**src/rtl/gusn_pkg.sv**
```systemverilog
// Shared types and constants for the frame loader / perceptron pair.
package gusn_pkg;

  typedef enum logic [1:0] {COLLECT, LAUNCH, WAIT, DONE} state_t;

  localparam logic [1:0] CLS_CIRCLE = 2'b10;
  localparam logic [1:0] CLS_CROSS  = 2'b01;
  localparam logic [1:0] CLS_ERR    = 2'b11;

  localparam logic [24:0] CROSS_FRAME  = 25'h1151151;
  localparam logic [24:0] CIRCLE_FRAME = 25'h0454544;

endpackage

```
**src/rtl/loader_timeout.sv**
```systemverilog
// Cycle counter bounding the wait for the perceptron; flags the last allowed cycle.
module loader_timeout #(
  parameter int unsigned LIMIT = 64
) (
  input  logic clk,
  input  logic rst,
  input  logic clr,
  input  logic en,
  output logic at_term_c
);

  localparam int unsigned CW = (LIMIT > 1) ? $clog2(LIMIT) : 1;

  logic [CW-1:0] cnt;

  assign at_term_c = (cnt == CW'(LIMIT - 1));

  // Holds at the terminal value so it never wraps while still enabled
  always_ff @(posedge clk or posedge rst) begin
    if (rst) begin
      cnt <= '0;
    end else if (clr) begin
      cnt <= '0;
    end else if (en && !at_term_c) begin
      cnt <= cnt + CW'(1);
    end
  end

endmodule

```
**src/rtl/frame_loader.sv**
```systemverilog
// Packs handshaked image rows into a frame, runs one perceptron classification
// per frame with a timeout, and reports the class as a one-cycle result pulse.
module frame_loader
  import gusn_pkg::*;
#(
  parameter int unsigned ROWS    = 5,
  parameter int unsigned COLS    = 5,
  parameter int unsigned TIMEOUT = 64,
  parameter int unsigned CNT_W   = 8
) (
  input  logic                 clk,
  input  logic                 rst,
  input  logic [COLS-1:0]      row_in,
  input  logic                 row_valid,
  input  logic                 row_sof,
  output logic                 row_ready,
  output logic [ROWS*COLS-1:0] pcpt_in,
  output logic                 pcpt_en,
  input  logic                 pcpt_ready,
  input  logic [1:0]           pcpt_out,
  output logic [1:0]           result,
  output logic                 result_valid,
  output logic                 result_err,
  output logic [CNT_W-1:0]     frames_done
);

  localparam int unsigned FRAME_W = ROWS * COLS;
  localparam int unsigned RC_W    = (ROWS > 1) ? $clog2(ROWS) : 1;

  state_t             state;
  logic [RC_W-1:0]    row_cnt;
  logic [FRAME_W-1:0] frame;
  logic [FRAME_W-1:0] frame_nxt_c;
  logic [RC_W-1:0]    wr_idx_c;
  logic               row_acc_c;
  logic               last_row_c;
  logic               tmo_term_c;

  // Acceptance is gated by reset so nothing is taken while rst is high
  assign row_ready  = (state == COLLECT) && !rst;
  assign row_acc_c  = row_valid && row_ready;
  assign wr_idx_c   = row_sof ? '0 : row_cnt;
  assign last_row_c = (wr_idx_c == RC_W'(ROWS - 1));

  // Frame with the incoming row merged into its slot; row 0 lands in the MSBs
  always_comb begin
    frame_nxt_c = frame;
    for (int unsigned i = 0; i < ROWS; i++) begin
      if (wr_idx_c == RC_W'(i)) begin
        frame_nxt_c[(ROWS-1-i)*COLS +: COLS] = row_in;
      end
    end
  end

  loader_timeout #(
    .LIMIT(TIMEOUT)
  ) u_timeout (
    .clk      (clk),
    .rst      (rst),
    .clr      (state == LAUNCH),
    .en       (state == WAIT),
    .at_term_c(tmo_term_c)
  );

  always_ff @(posedge clk or posedge rst) begin
    if (rst) begin
      state        <= COLLECT;
      row_cnt      <= '0;
      frame        <= '0;
      pcpt_in      <= '0;
      pcpt_en      <= 1'b0;
      result       <= '0;
      result_valid <= 1'b0;
      result_err   <= 1'b0;
      frames_done  <= '0;
    end else begin
      result_valid <= 1'b0;
      case (state)
        COLLECT: begin
          if (row_acc_c) begin
            frame <= frame_nxt_c;
            if (last_row_c) begin
              row_cnt <= '0;
              pcpt_in <= frame_nxt_c;
              pcpt_en <= 1'b1;
              state   <= LAUNCH;
            end else begin
              row_cnt <= wr_idx_c + RC_W'(1);
            end
          end
        end
        // Any ready seen here is a leftover from the previous frame
        LAUNCH: state <= WAIT;
        WAIT: begin
          if (pcpt_ready) begin
            result       <= pcpt_out;
            result_err   <= 1'b0;
            result_valid <= 1'b1;
            pcpt_en      <= 1'b0;
            state        <= DONE;
          end else if (tmo_term_c) begin
            result       <= CLS_ERR;
            result_err   <= 1'b1;
            result_valid <= 1'b1;
            pcpt_en      <= 1'b0;
            state        <= DONE;
          end
        end
        DONE: begin
          frames_done <= frames_done + CNT_W'(1);
          state       <= COLLECT;
        end
        default: state <= COLLECT;
      endcase
    end
  end

endmodule

```
**config.mk**
```make
export PLATFORM = sky130hd
export DESIGN_NAME = frame_loader
export DESIGN_NICKNAME = d
export VERILOG_FILES = /design/src/rtl/gusn_pkg.sv /design/src/rtl/loader_timeout.sv /design/src/rtl/frame_loader.sv
export SDC_FILE = /design/constraint.sdc
export NUM_CORES = 1
export LEC_CHECK = 0
export BUFFER_PORTS_ARGS = -buffer_cell sky130_fd_sc_hd__buf_2
export CAP_MARGIN = 10
export CORE_UTILIZATION = 43
export DETAILED_ROUTE_END_ITERATION = 12
export PLACE_DENSITY = 0.64
export SLEW_MARGIN = 15
export SYNTH_ARGS = -nofsm -noshare
export SYNTH_HDL_FRONTEND = slang
export SYNTH_SLANG_ARGS = --single-unit
```
**constraint.sdc**
```tcl
create_clock -name clk -period 2.3 [get_ports clk]
set_input_delay 0.23 -clock clk [delete_from_list [all_inputs] [get_ports clk]]
set_output_delay 0.23 -clock clk [all_outputs]
set_load 0.005 [all_outputs]
```
# ---- Yosys cells after proc, flatten, opt, wreduce, memory -nomap -nowiden
# Cells that the tools add are included.
dict set report totals {
  in_bits 12
  ff_bits 74
  mem_count 0
  rom_bits 0
  latch_bits 0
  mem_bits_rw 0
}
dict set report classes {
  n_mul 0
  div_mod_pow 0
  n_bitwise 0
  order_cmp 0
  n_eq_ne 11
  shift 0
  add_sub_neg 3
  reduce_logical 15
  mux 25
}
# op count
set ops {}
lappend ops {{5-bit two-way mux} 5}
lappend ops {{6-bit two-way mux} 2}
lappend ops {{2-bit two-way mux} 5}
lappend ops {{1-bit two-way mux} 9}
lappend ops {{8-bit by 1-bit adder with 8-bit output (second input constant)} 1}
lappend ops {{2-bit case mux with 4 select lines} 1}
lappend ops {{6-bit by 1-bit adder with 6-bit output (second input constant)} 1}
lappend ops {{3-bit by 2-bit == test with 1-bit output (second input constant)} 2}
lappend ops {{6-bit == test (second input constant)} 1}
lappend ops {{3-bit two-way mux} 2}
lappend ops {{3-bit AND reduction} 2}
lappend ops {{2-bit nonzero test} 3}
lappend ops {{2-bit == test (second input constant)} 2}
lappend ops {{2-bit != test (second input constant)} 2}
lappend ops {{2-bit AND reduction} 2}
lappend ops {{4-bit AND reduction} 1}
lappend ops {{3-bit by 1-bit adder with 3-bit output (second input constant)} 1}
lappend ops {{3-bit by 1-bit == test with 1-bit output (second input constant)} 1}
lappend ops {{3-bit == test (second input constant)} 1}
lappend ops {{1-bit logical AND} 3}
lappend ops {{3-bit logical NOT} 1}
lappend ops {{3-bit != test (second input constant)} 1}
lappend ops {{2-bit by 1-bit == test with 1-bit output (second input constant)} 1}
lappend ops {{1-bit logical NOT} 2}
lappend ops {{other kinds (2)} 2}

# ---- Logic depth before layout (Yosys ltp)
dict set report logic_depth {
  ltp_word 5
  mapped_depth 9
  depth_no_buf 6
}

# ---- Hierarchy
# A second synthesis with hierarchy kept.
dict set report hier_totals {
  hier_cells 272
  area_unflattened_um2 3066.7
}
# module instances seq_area_each_um2 cells_per_inst area_per_inst_um2
set modules_own_cells {}
lappend modules_own_cells {frame_loader 1 1576.5 235 2697.6}
lappend modules_own_cells {loader_timeout 1 150.1 37 369.1}

# ---- Least setup slack after synthesis
# Ideal clock, no wire load.
dict set report synth_timing {
  kind {reg-to-reg}
  startpoint {register row_cnt[0]}
  endpoint {register frame[5]}
  stages_incl_launch_ff 8
  path_buffers 1
  synth_period_minus_slack_ns 1.728
  setup_ns 0.125
  setup_slack_ns 0.572
  required_time_ns 2.175
  arrival_ns 1.603
  path_cell_list {dfrtp_1 > nand2b_1 > inv_1 > ha_1 > ha_1 > clkbuf_1 > nand2_1 > mux2_2}
}
dict set report synth_between {
  elab_chain_len 3
}
# item line_no
set synth_rtl {}
lappend synth_rtl {{start: declaration} frame_loader.sv:31} ;# logic [RC_W-1:0] row_cnt;
lappend synth_rtl {{start signal: assignment} frame_loader.sv:88} ;# row_cnt <= wr_idx_c + RC_W'(1);
lappend synth_rtl {{3-bit two-way mux} frame_loader.sv:42} ;# assign wr_idx_c = row_sof ? '0 : row_cnt;
lappend synth_rtl {{3-bit by 2-bit == test with 1-bit output} frame_loader.sv:49} ;# if (wr_idx_c == RC_W'(i)) begin
lappend synth_rtl {{5-bit two-way mux} frame_loader.sv:49}
lappend synth_rtl {{end signal: assignment} frame_loader.sv:81} ;# frame <= frame_nxt_c;
lappend synth_rtl {{end: declaration} frame_loader.sv:32} ;# logic [FRAME_W-1:0] frame;
# Every way passes these cells.
# A chain may end at the register's enable or synchronous reset.

# ---- Final worst setup path
dict set report layout_timing {
  startpoint {register state[0]}
  endpoint {register frame[20]}
}
dict set report layout_between {
  elab_chain_len 4
}
# item line_no
set layout_rtl {}
lappend layout_rtl {{start: declaration} frame_loader.sv:30} ;# state_t state;
lappend layout_rtl {{start signal: assignment} frame_loader.sv:67} ;# state <= COLLECT;
lappend layout_rtl {{start signal: assignment} frame_loader.sv:86} ;# state <= LAUNCH;
lappend layout_rtl {{start signal: assignment} frame_loader.sv:93} ;# LAUNCH: state <= WAIT;
lappend layout_rtl {{2-bit logical NOT *} {frame_loader.sv:40, frame_loader.sv:78}}
lappend layout_rtl {{1-bit logical AND} frame_loader.sv:40} ;# assign row_ready = (state == COLLECT) && !rst;
lappend layout_rtl {{1-bit logical AND} frame_loader.sv:41} ;# assign row_acc_c = row_valid && row_ready;
lappend layout_rtl {{2-bit AND reduction (no source line) *} n/a}
# Every way passes the cells marked *; elsewhere a longest branch is shown, timed or not.

==> reports/results.txt <==
Routed WL per cell: 12.9 µm
M1 GR Usage: 0.237
Drt pass-1 iters: 4
Post-synth EDFFs: 0
Final Net Count: 348
Static leakage: 1.96 nW
IO Port Bufs: 50
Int Pwr: 2.92 mW
Global Route met3 Usage: 0.0462
# DRC: 0
Netlist cell types: 36
Synth Flop Type: dfrtp_1
Hpwl dp: 3820 µm
Layout Cells excl Fill: 425
Clk pwr share: 0.258
Initial antenna violation count: 0
Total track usage: 0.168
Area of the multi-input gates: 1230 µm²
Logic pwr share: 0.287
Fillers: 623
GRT busiest layer: met2
Finish-stage setup viols: 0
RSZ-0062 raised after global routing: false
Synth top area cells: dfrtp_1 (57%), nand2_1 (8.8%), mux2_4 (5.4%), ha_1 (4.9%), mux2_2 (4.5%)
Vias in the first global route: 1958
Worst-margin pin slew: 320 ps
CP Cell Sequence: inv_1, ha_1, and3b_1, and3_1, mux2_2
Setup crit end kind: flip-flop
Num CTS Buffers: 9
Share of power burned in registers: 0.455
Critical Path Max Stage Delay: 410 ps
Max Cap Violations: 0
Clock sinks: 69
CTS Buffer Depth: 2
Antenna-violating nets left: 0
Crit-path max FO: 8
Row cnt: 30
Cell accounting for the most synthesized area: dfrtp_1
Die Wd: 86.0 µm
Area growth, synth to finish: 20.2%
Hold Path Class: primary input to flip-flop
Pwr/cell area: 1160 nW/µm²
Clock transition at path regs: 80 ps
Gr ovfl total: 0
CP Launch Type: flip-flop
Synth top cells by count: nand2_1 (71), dfrtp_1 (69), ha_1 (12), mux2_2 (12), mux2_4 (11)
IR drop worst, VDD: 497 µV
Post-Syn Area: 3040 µm²
Yosys top cell area share: 0.569
Most common cell in the synthesized netlist: nand2_1
Clk_lat worst skew: 340 ps
Post-synthesis cell count: 265
Mapped Nets: 289
Critical path's slowest cell: dfrtp_1
Minimum clock period: 1960 ps
Pin count of the biggest net entering global routing: 61
Crit share post-route: 0.854
Die height: 86.0 µm
Final Skew: 7.75 ps
Layout cells sized above 1: 0.313
Initial core utilization: 0.447
CTS tree: done
Syn. warnings: 0
Vias/cell: 4.77
Routed WL: 5480 µm
Max H-tree Level: 3
Post-CTS Setup Inserts: 0
Hold Fails Final Rpt: 0
GP Congestion: 0.807
Post-CTS Resized: 0
Post-Route Setup TNS: 0 ps
Fmax: 509 MHz
Inst Count DP: 408
Met2 GRT Util: 0.240
Status: complete, no violations
Core area: 6790 µm²
Storage cell area: 1730 µm²
Antenna cell count: 0
Worst Path Arrival: 2190 ps
Synthesis-stage register bit count: 69
Root Driver: clkbuf_8
Critical Setup Path Class: flip-flop to flip-flop
Async S/R FF share, synth: 1.00
Net switching power of the design: 1.31 mW
WP data required: 2530 ps
Switching Fraction: 0.310
Syn Area/Cell: 11.5 µm²
Vias: 2028
Global-route wire length before repair: 9420 µm
Die Footprint: 7400 µm²
Max_slew headroom: 0.787
Register area share after synthesis: 0.569
Top Ports: 51
Iteration-0 DRC Markers: 69
Max-slew violation count: 0
[final timing paths]
| kind | startpoint | end | slack [ps] | cells after the start |
|---|---|---|---|---|
| min in group asynchronous | rst | result[1]$_DFFE_PP0P_ | 370 | 3 |
| setup reg to reg | state[0]$_DFFE_PP0P_ | frame[20]$_DFFE_PP0P_ | 340 | 5 |
| hold reg to reg | frames_done[7]$_DFFE_PP0N_ | frames_done[7]$_DFFE_PP0N_ | 470 | 1 |
| max in group asynchronous | rst | pcpt_in[9]$_DFFE_PP0P_ | 1350 | 4 |
| setup / recovery | state[0]$_DFFE_PP0P_ | frame[20]$_DFFE_PP0P_ | 340 | 5 |
| hold / removal | pcpt_out[1] | result[1]$_DFFE_PP0P_ | 90 | 2 |
[flip-flops by register name (all words and copies together), names as in the netlist]
signal,cells
pcpt_in,25
frame,20
frames_done,8
u_timeout.cnt,6
row_cnt,3
result,2
state,2
pcpt_en,1
result_err,1
result_valid,1
[worst max-delay path: cells and delay by family, from the launching register on]
kind | cells | cell delay [ps]
mux | 1 | 360
buf+inv | 1 | 130
simple gates | 2 | 700
fa+ha+maj | 1 | 240
flops | 1 | 410
[cells in the final DEF (no fill, tap or decap), types with 3 or more instances in the layout]
cell and count:
inv_1 6, xnor2_1 4, mux2_4 11, ha_1 12, mux2i_1 6, nand3_1 7
clkbuf_8 9, mux2_2 12, a21oi_1 5, buf_4 6, buf_2 50, o21ai_0 6
xor2_1 6, and3_1 4, nand4_1 3, nor2_1 10, nand2_1 71, dfrtp_1 69
[metal layers]
layer,wire length [µm],part of all wire,up-vias
li1,-,-,1002
met1,2770,0.51,974
met2,2370,0.43,42
met3,231,0.042,10
met4,100,0.018,0
met5,0,0,-
[what timing repair did]
item	CTS	global route
hold buffers	1	0
setup endpoints to repair	0	0
hold endpoints to repair	9	0
[per-stage QoR]
| stage | hold slack [ps] | setup slack, ps | area, µm² | util | total power [mW] |
|---|---|---|---|---|---|
| finish | 93.9 | 337 | 3650 | 0.537 | 4.22 |
| global route | 91.0 | 251 | 3650 | 0.537 | 4.53 |
| CTS | 81.0 | 342 | 3650 | 0.537 | 4.28 |
| detailed placement | 190 | 350 | 3410 | 0.503 | 3.17 |
| global placement | 186 | 433 | 3410 | 0.503 | 3.12 |
| floorplan | 320 | 330 | 3040 | - | 2.72 |
[kinds of logic (layout without fill, tap and decap cells)]
| family | Yosys count | in the layout | share of synthesized area |
|---|---|---|---|
| simple gates | 106 | 106 | 0.158 |
| flops | 69 | 69 | 0.569 |
| mux | 29 | 29 | 0.119 |
| compound gates | 22 | 22 | 0.0486 |
| buf+inv | 17 | 81 | 0.0272 |
| fa+ha+maj | 12 | 12 | 0.0495 |
| xor+xnor | 10 | 10 | 0.0289 |
[power groups by stage]
stage	registers [mW]	logic, mW	clock network [mW]
3_5_place_dp	1.94	1.23	0
2_1_floorplan	1.92	0.802	0
3_3_place_gp	1.93	1.19	0
6_report	1.92	1.21	1.09
4_1_cts	1.92	1.24	1.13
5_1_grt	1.98	1.37	1.18
[layout make-up]
class / instances / area share
timing repair buffer: 58 / 0.0892
clock buffer: 9 / 0.0340
clock inverter: 7 / 0.0271
multi-input combinational: 179 / 0.336
tap: 96 / 0.0329
sequential: 69 / 0.473
inverter: 7 / 0.00720
No activity file was read; power rests on OpenSTA's default activity.
